`src/rtl/led_pattern_gen.sv`:
```
// Parametrised LED pattern sequencer: a prescaler produces a step tick and the
// LED register advances by rotate, bounce, binary count or blink on each tick.
module led_pattern_gen #(
    parameter int unsigned WIDTH = 8,
    parameter int unsigned DIV   = 25000000
) (
    input  logic             iCLK,
    input  logic             iRST,
    input  logic             iEN,
    input  logic [1:0]       iMODE,
    output logic [WIDTH-1:0] oLED,
    output logic             oTICK
);

    typedef enum logic [1:0] {
        MODE_ROTATE = 2'b00,
        MODE_BOUNCE = 2'b01,
        MODE_COUNT  = 2'b10,
        MODE_BLINK  = 2'b11
    } mode_e;

    typedef enum logic {
        DIR_LEFT  = 1'b0,
        DIR_RIGHT = 1'b1
    } dir_e;

    localparam logic [31:0] DIV_M1 = 32'(DIV - 1);

    mode_e            mode_q, mode_d;
    dir_e             dir_q, dir_d;
    logic [31:0]      presc_q, presc_d;
    logic [WIDTH-1:0] led_q, led_d;
    logic             tick_q, tick_d;
    logic             wrap;
    logic             reload;

    assign wrap   = (presc_q == DIV_M1);
    assign reload = (mode_e'(iMODE) != mode_q);

    // NOTE: every always_comb output takes a default first so no path leaves a latch.
    always_comb begin
        mode_d  = mode_q;
        dir_d   = dir_q;
        presc_d = presc_q;
        led_d   = led_q;
        tick_d  = 1'b0;

        if (reload) begin
            // Mode change wins over a due step: restart from the new mode's seed.
            mode_d  = mode_e'(iMODE);
            dir_d   = DIR_LEFT;
            presc_d = '0;
            unique case (mode_e'(iMODE))
                MODE_ROTATE: led_d = WIDTH'(1);
                MODE_BOUNCE: led_d = WIDTH'(1);
                MODE_COUNT:  led_d = '0;
                MODE_BLINK:  led_d = '1;
                default:     led_d = WIDTH'(1);
            endcase
        end else if (iEN) begin
            if (wrap) begin
                presc_d = '0;
                tick_d  = 1'b1;
                unique case (mode_q)
                    MODE_ROTATE: led_d = {led_q[WIDTH-2:0], led_q[WIDTH-1]};
                    MODE_BOUNCE: begin
                        if (dir_q == DIR_LEFT) begin
                            if (led_q[WIDTH-1]) begin
                                dir_d = DIR_RIGHT;
                                led_d = led_q >> 1;
                            end else begin
                                led_d = led_q << 1;
                            end
                        end else begin
                            if (led_q[0]) begin
                                dir_d = DIR_LEFT;
                                led_d = led_q << 1;
                            end else begin
                                led_d = led_q >> 1;
                            end
                        end
                    end
                    MODE_COUNT:  led_d = led_q + WIDTH'(1);
                    MODE_BLINK:  led_d = ~led_q;
                    default:     led_d = led_q;
                endcase
            end else begin
                presc_d = presc_q + 32'd1;
            end
        end
    end

    // NOTE: sequential state uses non-blocking assignments only.
    always_ff @(posedge iCLK or posedge iRST) begin
        if (iRST) begin
            mode_q  <= MODE_ROTATE;
            dir_q   <= DIR_LEFT;
            presc_q <= '0;
            led_q   <= WIDTH'(1);
            tick_q  <= 1'b0;
        end else begin
            mode_q  <= mode_d;
            dir_q   <= dir_d;
            presc_q <= presc_d;
            led_q   <= led_d;
            tick_q  <= tick_d;
        end
    end

    assign oLED  = led_q;
    assign oTICK = tick_q;

endmodule

```
`config.mk`:
```
export PLATFORM = sky130hd
export DESIGN_NAME = led_pattern_gen
export DESIGN_NICKNAME = d
export VERILOG_FILES = /design/src/rtl/led_pattern_gen.sv
export SDC_FILE = /design/constraint.sdc
export NUM_CORES = 1
export LEC_CHECK = 0
export CAP_MARGIN = 10
export CORE_ASPECT_RATIO = 1.5
export CORE_UTILIZATION = 40
export DETAILED_ROUTE_END_ITERATION = 10
export HOLD_SLACK_MARGIN = 0.06
export MAX_ROUTING_LAYER = met4
export PLACE_DENSITY = 0.55
export SLEW_MARGIN = 15
export SYNTH_ARGS = -nofsm -noshare
export SYNTH_HDL_FRONTEND = slang
export SYNTH_SLANG_ARGS = --single-unit
```
`constraint.sdc`:
```
create_clock -name iCLK -period 3.61 [get_ports iCLK]
set_input_delay 0.722 -clock iCLK [delete_from_list [all_inputs] [get_ports iCLK]]
set_output_delay 0.722 -clock iCLK [all_outputs]
set_load 0.01 [all_outputs]
```
==> metrics list, run 1 <==
- The worst path uses 71.17% of the clock period.
- Final critical-path required period: 2.569 ns
- Synth area leaders: sky130_fd_sc_hd__dfrtp_1 (40%), sky130_fd_sc_hd__xnor2_1 (5.2%), sky130_fd_sc_hd__nor2_1 (4.6%)
- The later pin in the worst-skew pair is clocked with a latency of 0.30 ns.
* Number of buffers added by the clock tree synthesis step: 5
- Counting the fill cells in the layout gives 669.
* Net Count, Synth: 309
- Mux share of post-synthesis cell area: 3.678%
- For this run, the leading register cell type out of synthesis is sky130_fd_sc_hd__dfrtp_1.
- Placeable core region: 6486 µm²
- In this run, the number of DRC markers left after iteration 0 of detailed routing was 94.
- Number of clock sinks: 44
- Post-synthesis instance area: 2688 µm²
- Registers take 1102 µm².
- Worst Path Arrival: 2.75 ns
* Final wirelength: 6.457 mm
- Die Width: 68.93 µm
- The number of antenna diodes in the final layout is 0.
- The first global-routing pass estimated 10.76 mm of wire.
* Least-Margin Pin Slew: 0.8924 ns
* Pin count of the biggest net entering global routing: 45
* Number of remaining DRC errors: 0
- The floorplan step defined a die boundary enclosing 7057 µm².
- HPWL Detailed: 4.639 mm
- In this run the tightest slew margin relative to its limit is 40.42%.
- Initial core utilization: 41.44%
- Setup repair after global routing left no endpoint under its margin.
* Final-stage net count: 310
* Total gr overflow: 0
- Yosys top cell area share: 40.04%
- Type of the worst setup path: input pin to flop
* Sequential-to-total area share from yosys stat: 41.01%
- All-layer global routing usage: 21.22%
- In this run the number of H-tree levels came out at 2.
* Max Slew Vio Count: 0
- The initial antenna violation count came to 0.
* Clock transition time at the flip-flop clock pins of the worst setup and hold paths: 0.08 ns
- Routability-driven placement finished with a final weighted congestion of 0.8074.
- Crit path largest cell delay: 0.72 ns
- A synthesized cell averages 8.929 µm².
- Number of maximum-capacitance constraint violations: 0
* Synthesis warning total: 0
- Synthesized-area fraction occupied by and/or/nand/nor cells: 27.93%
- Synthesis inferred 44 register bits.
- For this block, the via count after detailed routing is 2273.
- VDD sags by at most 189.8 µV.
- Number of buffers inserted by post-CTS setup repair: 0
- Path category of the worst min-delay check: flop to flop
- Dividing total power by cell area gives a power density of 356.1 nW/µm².
- In this run the clock root is driven by a sky130_fd_sc_hd__clkbuf_8.
- Post-synth EDFFs: 0
- Cell area after layout: 2923 µm²
* Total of buffers placed on input and output ports: 13
- After synthesis, the most frequently instantiated cells are sky130_fd_sc_hd__dfrtp_1 (43), sky130_fd_sc_hd__nor2_1 (33), sky130_fd_sc_hd__nand2_1 (23).
* Cells traversed along the worst timing path: clkdlybuf4s50_1 > nand3_1 > or4_1 > nand2_2 > buf_4 > nor2_1
- Height of the chip: 102.4 µm
- The cell family contributing the most delay on the critical path is simple AND/OR/NAND/NOR gates.
* Most used standard cell by instance count after synthesis: sky130_fd_sc_hd__dfrtp_1
- Vias per Instance: 5.997
* Post-DP Area: 2830 µm²
- Largest family of logic cells by synthesized area: simple AND/OR/NAND/NOR gates
- In this run the count of I/O pins placed on the die edge is 14.
* Minimum setup slack among reg-to-reg paths: 1.11 ns
- The worst setup path is captured at a flop.
- For this run, asynchronously set or reset flops after synthesis account for 100.0%.
* Post-synthesis compound-gate area fraction: 12.01%
- TritonCTS built the clock tree.
* Largest driver fanout on the critical path: 19
* Area growth from synthesis to final layout: 8.752%
- After synthesis, the netlist uses 48 different library cells.
* Hold Fails Final Rpt: 0
* Detailed-route wire length per cell: 17.04 µm
- The via count of the first global-routing pass is 2138.
- Total Neg Setup Slack: 0 ns
* Highest Clock Rate: 389.2 MHz
- The synthesized netlist devotes 1.397% of its cell area to adder and majority cells.
- The worst setup path is launched from an input pin.
- Quantity of hold-fixing buffers added after cts: 0
- Floorplan row count: 36
- Summing all multi-input logic gate instances after layout gives 1473 µm².
* Layout cells sized above 1: 6.931%
- STA puts the critical path data required time at 3.79 ns.
- Max Buffers Root-to-Sink: 2
- The routed design uses 195 µm of met3 wire.
* Final number of setup-violating endpoints: 0
- In this run the static leakage power is 0.001138 µW.
- CTS-repair resized insts: 0
- Across the routed clock network, the largest skew measured is 0.007682 ns.
* Outcome: finished clean
* Detailed-routed wire length on met2: 3.387 mm
- The detail route stage leaves a number of antenna-violating nets equal to 0.
* Top layer in use: met4
- Among all stages on the critical path, the largest delay is contributed by sky130_fd_sc_hd__or4_1.
* Synth Area in XOR/XNOR: 9.777%
- The cell count after synthesis came out at 301.
- The number of buffers and inverters on the critical path is 2.
- The detailed router put a total of 2.737 mm of wire on met1.
* Dominant cell type by area after synthesis: sky130_fd_sc_hd__dfrtp_1
* Pre-antenna DRT Iters: 4
-- cell usage in the layout (no fill, tap or decap), types with 4 or more instances in the layout --
cell,n
sky130_fd_sc_hd__o211ai_1,4
sky130_fd_sc_hd__nor4_1,7
sky130_fd_sc_hd__dfrtp_1,43
sky130_fd_sc_hd__nor2_1,33
sky130_fd_sc_hd__nor3_1,12
sky130_fd_sc_hd__a211oi_1,5
sky130_fd_sc_hd__clkbuf_8,6
sky130_fd_sc_hd__clkdlybuf4s50_1,13
sky130_fd_sc_hd__xnor2_1,16
sky130_fd_sc_hd__mux2_2,4
sky130_fd_sc_hd__and4_1,6
sky130_fd_sc_hd__xor2_1,14
sky130_fd_sc_hd__nand4_1,16
sky130_fd_sc_hd__nand2_1,23
sky130_fd_sc_hd__o21ai_0,14
sky130_fd_sc_hd__nand3_1,16
sky130_fd_sc_hd__a31oi_1,5
sky130_fd_sc_hd__a21oi_1,9
sky130_fd_sc_hd__and3_1,10
-- worst register-to-register path: stages (launching register included) --
cell                      delay, ns
sky130_fd_sc_hd__dfrtp_1       0.49
sky130_fd_sc_hd__nor4_1        0.36
sky130_fd_sc_hd__nand4_1       0.20
sky130_fd_sc_hd__or4_1         0.72
sky130_fd_sc_hd__nand2_2       0.26
sky130_fd_sc_hd__buf_4         0.28
sky130_fd_sc_hd__nor2_1        0.09
-- power breakdown --
| group | internal [µW] | leakage [µW] | switching, µW |
|---|---|---|---|
| combinational | 76.7 | 0.000491 | 89.4 |
| sequential | 508 | 0.000596 | 42.6 |
| clock | 153 | 0.0000510 | 171 |
| total | 738 | 0.00114 | 303 |
-- logic make-up after synthesis --
| logic type | after synthesis |
|---|---|
| mux | 8 |
| buf+inv | 25 |
| flops | 44 |
| xor+xnor | 30 |
| simple gates | 141 |
| compound gates | 50 |
| fa+ha+maj | 3 |
-- final cells by class --
| class | count | share of cell area, % |
|---|---|---|
| multi-input cells | 232 | 50.39 |
| flip-flops and latches | 44 | 37.71 |
| repair buffers | 15 | 4.966 |
| well taps | 76 | 3.253 |
| clock buffers | 6 | 2.825 |
| inverters | 4 | 0.5137 |
| clock inverters | 2 | 0.3425 |
-- metrics by stage --
step	std cells	hold slack [ns]	power [µW]	utilization (%)	setup slack, ns
floorplan	301	0.4663	662.8	-	1.512
global placement	371	0.4951	728.9	43.63	0.7271
detailed placement	371	0.4985	728.2	43.63	0.7319
CTS	379	0.5143	1054	45.06	1.048
global route	379	0.5495	1096	45.06	0.9163
finish	379	0.5126	1041	45.06	1.041
-- state kept, by name, summed over array words and instances (netlist names) --
name     flops
dir_q        1
mode_q       2
oLED         8
oTICK        1
presc_q     32
-- final timing paths --
path                                   from  cells past startpoint     endpoint
worst max-delay path                    iEN                      6  presc_q[10]
worst min-delay path            presc_q[26]                      1  presc_q[26]
worst max register to register  presc_q[23]                      6  presc_q[10]
worst min register to register  presc_q[26]                      1  presc_q[26]
max in group asynchronous              iRST                      2  presc_q[12]
min in group asynchronous              iRST                      2   presc_q[0]
-- layer usage --
| metal | global-route usage, % | vias to the layer above |
|---|---|---|
| met1 | 24.66 | 1117 |
| met5 | - | - |
| met2 | 35.85 | 47 |
| met3 | 3.795 | 10 |
| met4 | 7.378 | 0 |
| li1 | - | 1099 |
No activity file was read; power rests on OpenSTA's default activity.
==> run 2: changes to the inputs <==
- clock period: 3.61 -> 2.5 ns (I/O delays scaled with it)
==> metrics list, run 2 (same netlist as run 1, synthesis figures left out) <==
- The number of placement rows came to 36 (unchanged).
- The overall die width came to 68.93 µm (unchanged).
* Worst clock skew: 0.008285 ns (+0.0006025 ns)
- The mean routed wirelength per cell is 16.52 µm (-3.0%).
- Height of the chip: 102.4 µm (unchanged)
* Diodes inserted: 0 (unchanged)
- HPWL Detailed: 4.974 mm (+7.2%)
- The design area is 3105 µm² (+6.3%).
- The starting density of the core was 41.44% (unchanged).
- STA classifies the critical path startpoint as a flop.
* Most used cells in the layout excluding fill and tap cells: sky130_fd_sc_hd__dfrtp_1 (43), sky130_fd_sc_hd__nor2_1 (33), sky130_fd_sc_hd__buf_4 (24), sky130_fd_sc_hd__nand2_1 (23)
* Crit path largest cell delay: 0.61 ns (-0.11 ns)
* Final-stage net count: 333 (+7.4%)
- Cells traversed along the worst timing path: nor4b_1 > nand4_1 > or4_1 > buf_4 > nor2_1 > a211oi_1
- Number of buffers added by the clock tree synthesis step: 5 (unchanged)
- The power density normalized to cell area came to 489.4 nW/µm² (+37%).
* Type of the worst setup path: flop to flop
- Vias per Instance: 5.769 (-3.8%)
* First-iteration detailed-routing DRC count: 87 (-7.4%)
- Register containing the most flip-flops in the final layout: presc_q
* H-tree depth: 2 (unchanged)
* Path category of the worst min-delay check: input pin to asynchronous set/reset pin
- Highest Clock Rate: 443.4 MHz
- The setup slack of the critical path after layout is 0.2446 ns (-0.7963 ns).
- The startpoint identified for the worst register-to-register timing path is presc_q[25].
* Final clock period utilization by the worst path: 90.21%
* Layout cells sized above 1: 12.88% (+6.0 points)
- Area growth from synthesis to final layout: 15.55%
* Clock transition time at the flip-flop clock pins of the worst setup and hold paths: 0.08 ns (about the same)
- The number of hold-repair buffers added at the cts stage was 0 (unchanged).
- The worst setup slack after placement came to 0.1319 ns (-0.6000 ns).
* Most common cell after layout, fill and taps aside: sky130_fd_sc_hd__dfrtp_1
* Pin count of the biggest net entering global routing: 27 (-40%)
- Latest clock arrival within the worst-skew pair: 0.29 ns (about the same)
- The worst register-to-register path ends at oLED[4].
- Minimum setup slack among reg-to-reg paths: 0.24 ns (-0.87 ns)
- The count of cells resized by post-cts repair came to 0 (unchanged).
- Pre-antenna DRT Iters: 4 (unchanged)
- The via count of the routed design came to 2319 (+2.0%).
* First-pass GRT wire length: 11.14 mm (+3.6%)
- Total gr overflow: 0 (unchanged)
- Die Footprint: 7057 µm² (unchanged)
* Remaining antenna violation count: 0 (unchanged)
- The area of the core was 6486 µm² (unchanged).
- The total power was 1520 µW (+46%).
* Max Buffers Root-to-Sink: 2 (unchanged)
- The setup TNS came to 0 ns (unchanged).
* Worst Path Arrival: 2.42 ns (-0.33 ns)
* Final wirelength: 6.640 mm (+2.8%)
- Initial antenna violation count: 0 (unchanged)
* Number of remaining DRC errors: 0 (unchanged)
* IO Count: 14 (unchanged)
- Hold Fails Final Rpt: 0 (unchanged)
* Outcome: finished clean
- The worst slew margin relative to its limit was 68.78% (+28 points).
- The data required time at the worst endpoint came to 2.66 ns (-1.13 ns).
- CTS tree: yes
- The standby leakage power came to 0.001250 µW (+9.8%).
- Type of element capturing the critical path: flop
- The number of input and output port buffers inserted was 13 (unchanged).
* Register-to-Register Path Depth: 6 (unchanged)
* All-layer global routing usage: 21.92% (+0.70 points)
- Gp weighted congestion: 0.8704 (+7.8%)
- Number of clock sinks: 44 (unchanged)
- Clock tree synthesis selected as its root buffer the cell sky130_fd_sc_hd__clkbuf_8.
- Number of maximum-capacitance constraint violations: 0 (unchanged)
- # fillers: 673 (+0.60%)
- Setup repair after global routing left no endpoint under its margin.
* Utilization of the core after routing: 47.88% (+2.8 points)
- The critical-path maximum fanout is 6 (-13).
- The count of final setup violators is 0 (unchanged).
- The flip-flop count of the largest register after layout was 32 (unchanged).
* Least-Margin Pin Slew: 0.4669 ns (-0.4255 ns)
- Peak supply drop: 294.8 µV (+55%)
- The number of pins with negative max-slew slack in the final report is 0 (unchanged).
* Number of buffers inserted by post-CTS setup repair: 0 (unchanged)
* Cell with the largest stage delay on the worst path: sky130_fd_sc_hd__or4_1
* Post-DP Area: 3015 µm² (+6.5%)
- After layout, the minimum clock period comes to 2.255 ns.
* Vias in the first global route: 2303 (+7.7%)
## run 2: cell count changes in the layout (fill, tap and decap cells not counted), sizes merged
cell | previous run | this run
clkbuf | 6 | 8
clkinv | 2 | 0
buf | 2 | 25
## run 2: routing by layer
layer	global-route usage [%]	share of wire, %	up-vias
met4	8.163	1.7	0
met3	2.790	2.0	8
met5	-	0	-
met2	40.03	56	41
li1	-	-	1139
met1	23.10	40	1131
## run 2: worst max path at each step
stage | startpoint | to | slack [ns] | cells past startpoint
6_report | presc_q[25] | oLED[4] | 0.24 | 6
5_1_grt | presc_q[25] | oLED[3] | 0.09 | 6
4_1_cts | presc_q[25] | oLED[2] | 0.23 | 6
3_5_place_dp | iMODE[0] | presc_q[31] | 0.13 | 7
3_3_place_gp | iMODE[0] | presc_q[31] | 0.11 | 7
2_1_floorplan | presc_q[10] | oLED[1] | 0.40 | 7
## run 2: cell type report
cell class | count | area, µm² | area share [%]
Multi-Input combinational cell | 232 | 1473 | 47.42
Inverter | 4 | 15.01 | 0.4835
Clock buffer | 8 | 90.09 | 2.901
Sequential cell | 44 | 1102 | 35.50
Tap cell | 76 | 95.09 | 3.062
Timing Repair Buffer | 38 | 330.3 | 10.64
## run 2: where the power goes
group          leakage (µW)  total (µW)  switching (µW)  internal, µW
Clock             0.0000455         453             227           226
Sequential         0.000596         787            53.0           734
Combinational      0.000608         279             145           134
Total               0.00125        1520             425          1090
## run 2: stage by stage
| step | instances | hold WS [ns] |
|---|---|---|
| after detailed placement | 394 | 0.5019 |
| after floorplan | 301 | 0.4663 |
| after CTS | 402 | 0.4678 |
| final | 402 | 0.4601 |
| after global placement | 394 | 0.4915 |
| after global routing | 402 | 0.4992 |
## run 2: critical path: cells and delay by family, from the launching register on
| kind | cells | cell delay [ns] |
|---|---|---|
| flip-flops | 1 | 0.44 |
| AO/OA/AOI/OAI | 1 | 0.11 |
| buffers and inverters | 1 | 0.19 |
| AND/OR/NAND/NOR | 4 | 1.38 |
==> run 3: changes to the inputs <==
- GPL_ROUTABILITY_DRIVEN: default -> 0
- clock period: 2.5 -> 2.16 ns (I/O delays scaled with it)
==> metrics list, run 3 (same netlist as run 1, synthesis figures left out) <==
* Peak supply drop: 427.8 µV (+45%)
- Sum of buffers and inverters on the critical path: 2 (+1)
- Post-DP Area: 3206 µm² (+6.3%)
* Finished Layout Cells: 424 (+5.5%)
- Cells traversed along the worst timing path: nor4b_2 > buf_4 > nand4_1 > or4_4 > buf_4 > a211o_1 > a31oi_1
* Type of the worst setup path: flop to flop
- Placeable core region: 6486 µm² (unchanged)
- Detailed-routed wire length on met2: 3.868 mm (+3.8%)
- In this design, the largest share of critical-path delay is due to simple AND/OR/NAND/NOR gates.
* First-pass GRT wire length: 11.50 mm (+3.2%)
- Worst clock skew: 0.009095 ns (+0.0008099 ns)
* Clock transition time at the flip-flop clock pins of the worst setup and hold paths: 0.08 ns (about the same)
- Final number of setup-violating endpoints: 0 (unchanged)
- Least-Margin Pin Slew: 0.3930 ns (-0.07388 ns)
- The final period utilization came to 94.30% (+4.1 points).
- The run finished with clean final reports.
* Detailed-route wire length per cell: 16.55 µm (+0.22%)
* Type of element capturing the critical path: flop
* Worst setup margin: 0.1232 ns (-0.1214 ns)
- Number of buffers inserted by post-CTS setup repair: 0 (unchanged)
- Number of buffers added by the clock tree synthesis step: 5 (unchanged)
- The count of routing violations after the opening detailed-route iteration came to 112 (+29%).
* Top cell by count, worst path: sky130_fd_sc_hd__buf_4
* Footprint of the multi-input gates: 1491 µm² (+1.3%)
* Slew HR: 73.52% (+4.7 points)
- The total instance count after detailed placement was 416 (+5.6%).
- Total of buffers placed on input and output ports: 13 (unchanged)
- The initial antenna violation count was 0 (unchanged).
- All-layer global routing usage: 22.64% (+0.71 points)
- CTS placed an instance of sky130_fd_sc_hd__clkbuf_8 at the clock tree root.
- The standby leakage power is 0.001379 µW (+10%).
* Total vias in the final route: 2431 (+4.8%)
- Diodes inserted: 0 (unchanged)
* Number of maximum-capacitance constraint violations: 0 (unchanged)
- The per-cell via count in the routed design came to 5.733 (-0.61%).
- Routed signal wires occupy layers up through met4.
- The number of clock sinks came to 44 (unchanged).
- The via count of the first global-routing pass is 2417 (+5.0%).
- In the layout the commonest cells are sky130_fd_sc_hd__buf_4 (44), sky130_fd_sc_hd__dfrtp_1 (43), sky130_fd_sc_hd__nor2_1 (32), sky130_fd_sc_hd__nand2_1 (23).
- Die Width: 68.93 µm (unchanged)
* Max Slew Vio Count: 0 (unchanged)
* Latest clock arrival within the worst-skew pair: 0.30 ns (about the same)
- The first-pass iteration count of the detailed router is 6 (+2).
* Most common cell after layout, fill and taps aside: sky130_fd_sc_hd__buf_4
* H-tree depth: 2 (unchanged)
* Max FFs per register: 32 (unchanged)
- TritonCTS built the clock tree.
- Data required time at the worst endpoint: 2.38 ns (-0.28 ns)
* Path category of the worst min-delay check: input pin to asynchronous set/reset pin
* Hold Fails Final Rpt: 0 (unchanged)
- The routed length on met1 came to 2.799 mm (+5.2%).
* Area growth from synthesis to final layout: 23.32%
- Met3 routed WL: 163 µm (+20%)
* Reg area: 1102 µm² (unchanged)
- The number of placement rows came to 36 (unchanged).
* Worst Path Arrival: 2.26 ns (-0.16 ns)
- More flip-flops sit in one register than any other, and that register is presc_q.
* Setup repair after global routing missed its margin: false
- The design area came to 3314 µm² (+6.7%).
* # fillers: 660 (-1.9%)
* Die Footprint: 7057 µm² (unchanged)
- STA classifies the critical path startpoint as a flop.
- Final critical-path required period: 2.037 ns (-0.2186 ns)
* Total gr overflow: 0 (unchanged)
- Remaining antenna violation count: 0 (unchanged)
* IO Count: 14 (unchanged)
- Worst slack, placed: -0.1257 ns (-0.2576 ns)
- On the critical path, the stage with the largest delay is an instance of sky130_fd_sc_hd__or4_4.
* Number of remaining DRC errors: 0 (unchanged)
- Crit path largest cell delay: 0.46 ns (-0.15 ns)
- Largest driver fanout on the critical path: 7 (+1)
- The number of buffers on the longest clock path was 2 (unchanged).
- Initial core utilization: 41.44% (unchanged)
* Pin count of the biggest net entering global routing: 22 (-19%)
- Highest Clock Rate: 491.0 MHz (+11%)
- Final wirelength: 7.019 mm (+5.7%)
* Height of the chip: 102.4 µm (unchanged)
- The number of nets in the layout is 355 (+6.6%).
- Layout cells sized above 1: 19.54% (+6.7 points)
- HPWL Detailed: 5.188 mm (+4.3%)
* Power per Cell Area: 541.2 nW/µm² (+11%)
==> run 3: metrics by stage <==
step | setup TNS, ns | util (%) | hold slack [ns] | power (µW)
CTS | 0 | 51.10 | 0.3981 | 1818
global placement | -1.087 | 49.42 | 0.4955 | 1275
detailed placement | -1.433 | 49.42 | 0.5059 | 1277
global route | 0 | 51.10 | 0.4306 | 1895
finish | 0 | 51.10 | 0.3941 | 1794
floorplan | 0 | - | 0.4663 | 1108
==> run 3: layer usage <==
| metal | global-route usage (%) | up-vias |
|---|---|---|
| met4 | 9.576 | 0 |
| met2 | 41.08 | 47 |
| met3 | 2.902 | 14 |
| met1 | 23.56 | 1174 |
| met5 | - | - |
| li1 | - | 1196 |
==> run 3: power breakdown <==
part           internal [µW]  switching (µW)
sequential               850            56.0
clock                    261             274
combinational            177             176
total                   1290             506
==> run 3: what timing repair did <==
action,CTS,global route
hold buffers,0,0
resized for setup,4,0
cloned,0,0
pin swaps,0,2
endpoints found under the hold margin,0,0
endpoints found under the setup margin,25,24
==> run 3: worst paths after layout <==
kind | from | to | slack, ns | depth (start not counted)
setup / recovery | presc_q[27] | oLED[2] | 0.12 | 7
hold / removal | iRST | mode_q[1] | 0.39 | 2
setup reg to reg | presc_q[27] | oLED[2] | 0.12 | 7
hold reg to reg | presc_q[1] | presc_q[1] | 0.52 | 1
max in group asynchronous | iRST | presc_q[14] | 1.29 | 3
min in group iCLK | presc_q[1] | presc_q[1] | 0.52 | 1
==> run 3: final cells by class <==
| class | count | share of cell area, % |
|---|---|---|
| Multi-Input combinational cell | 232 | 45.00 |
| Sequential cell | 44 | 33.26 |
| Timing Repair Buffer | 60 | 15.70 |
| Inverter | 4 | 0.4530 |
| Clock buffer | 8 | 2.718 |
| Tap cell | 76 | 2.869 |
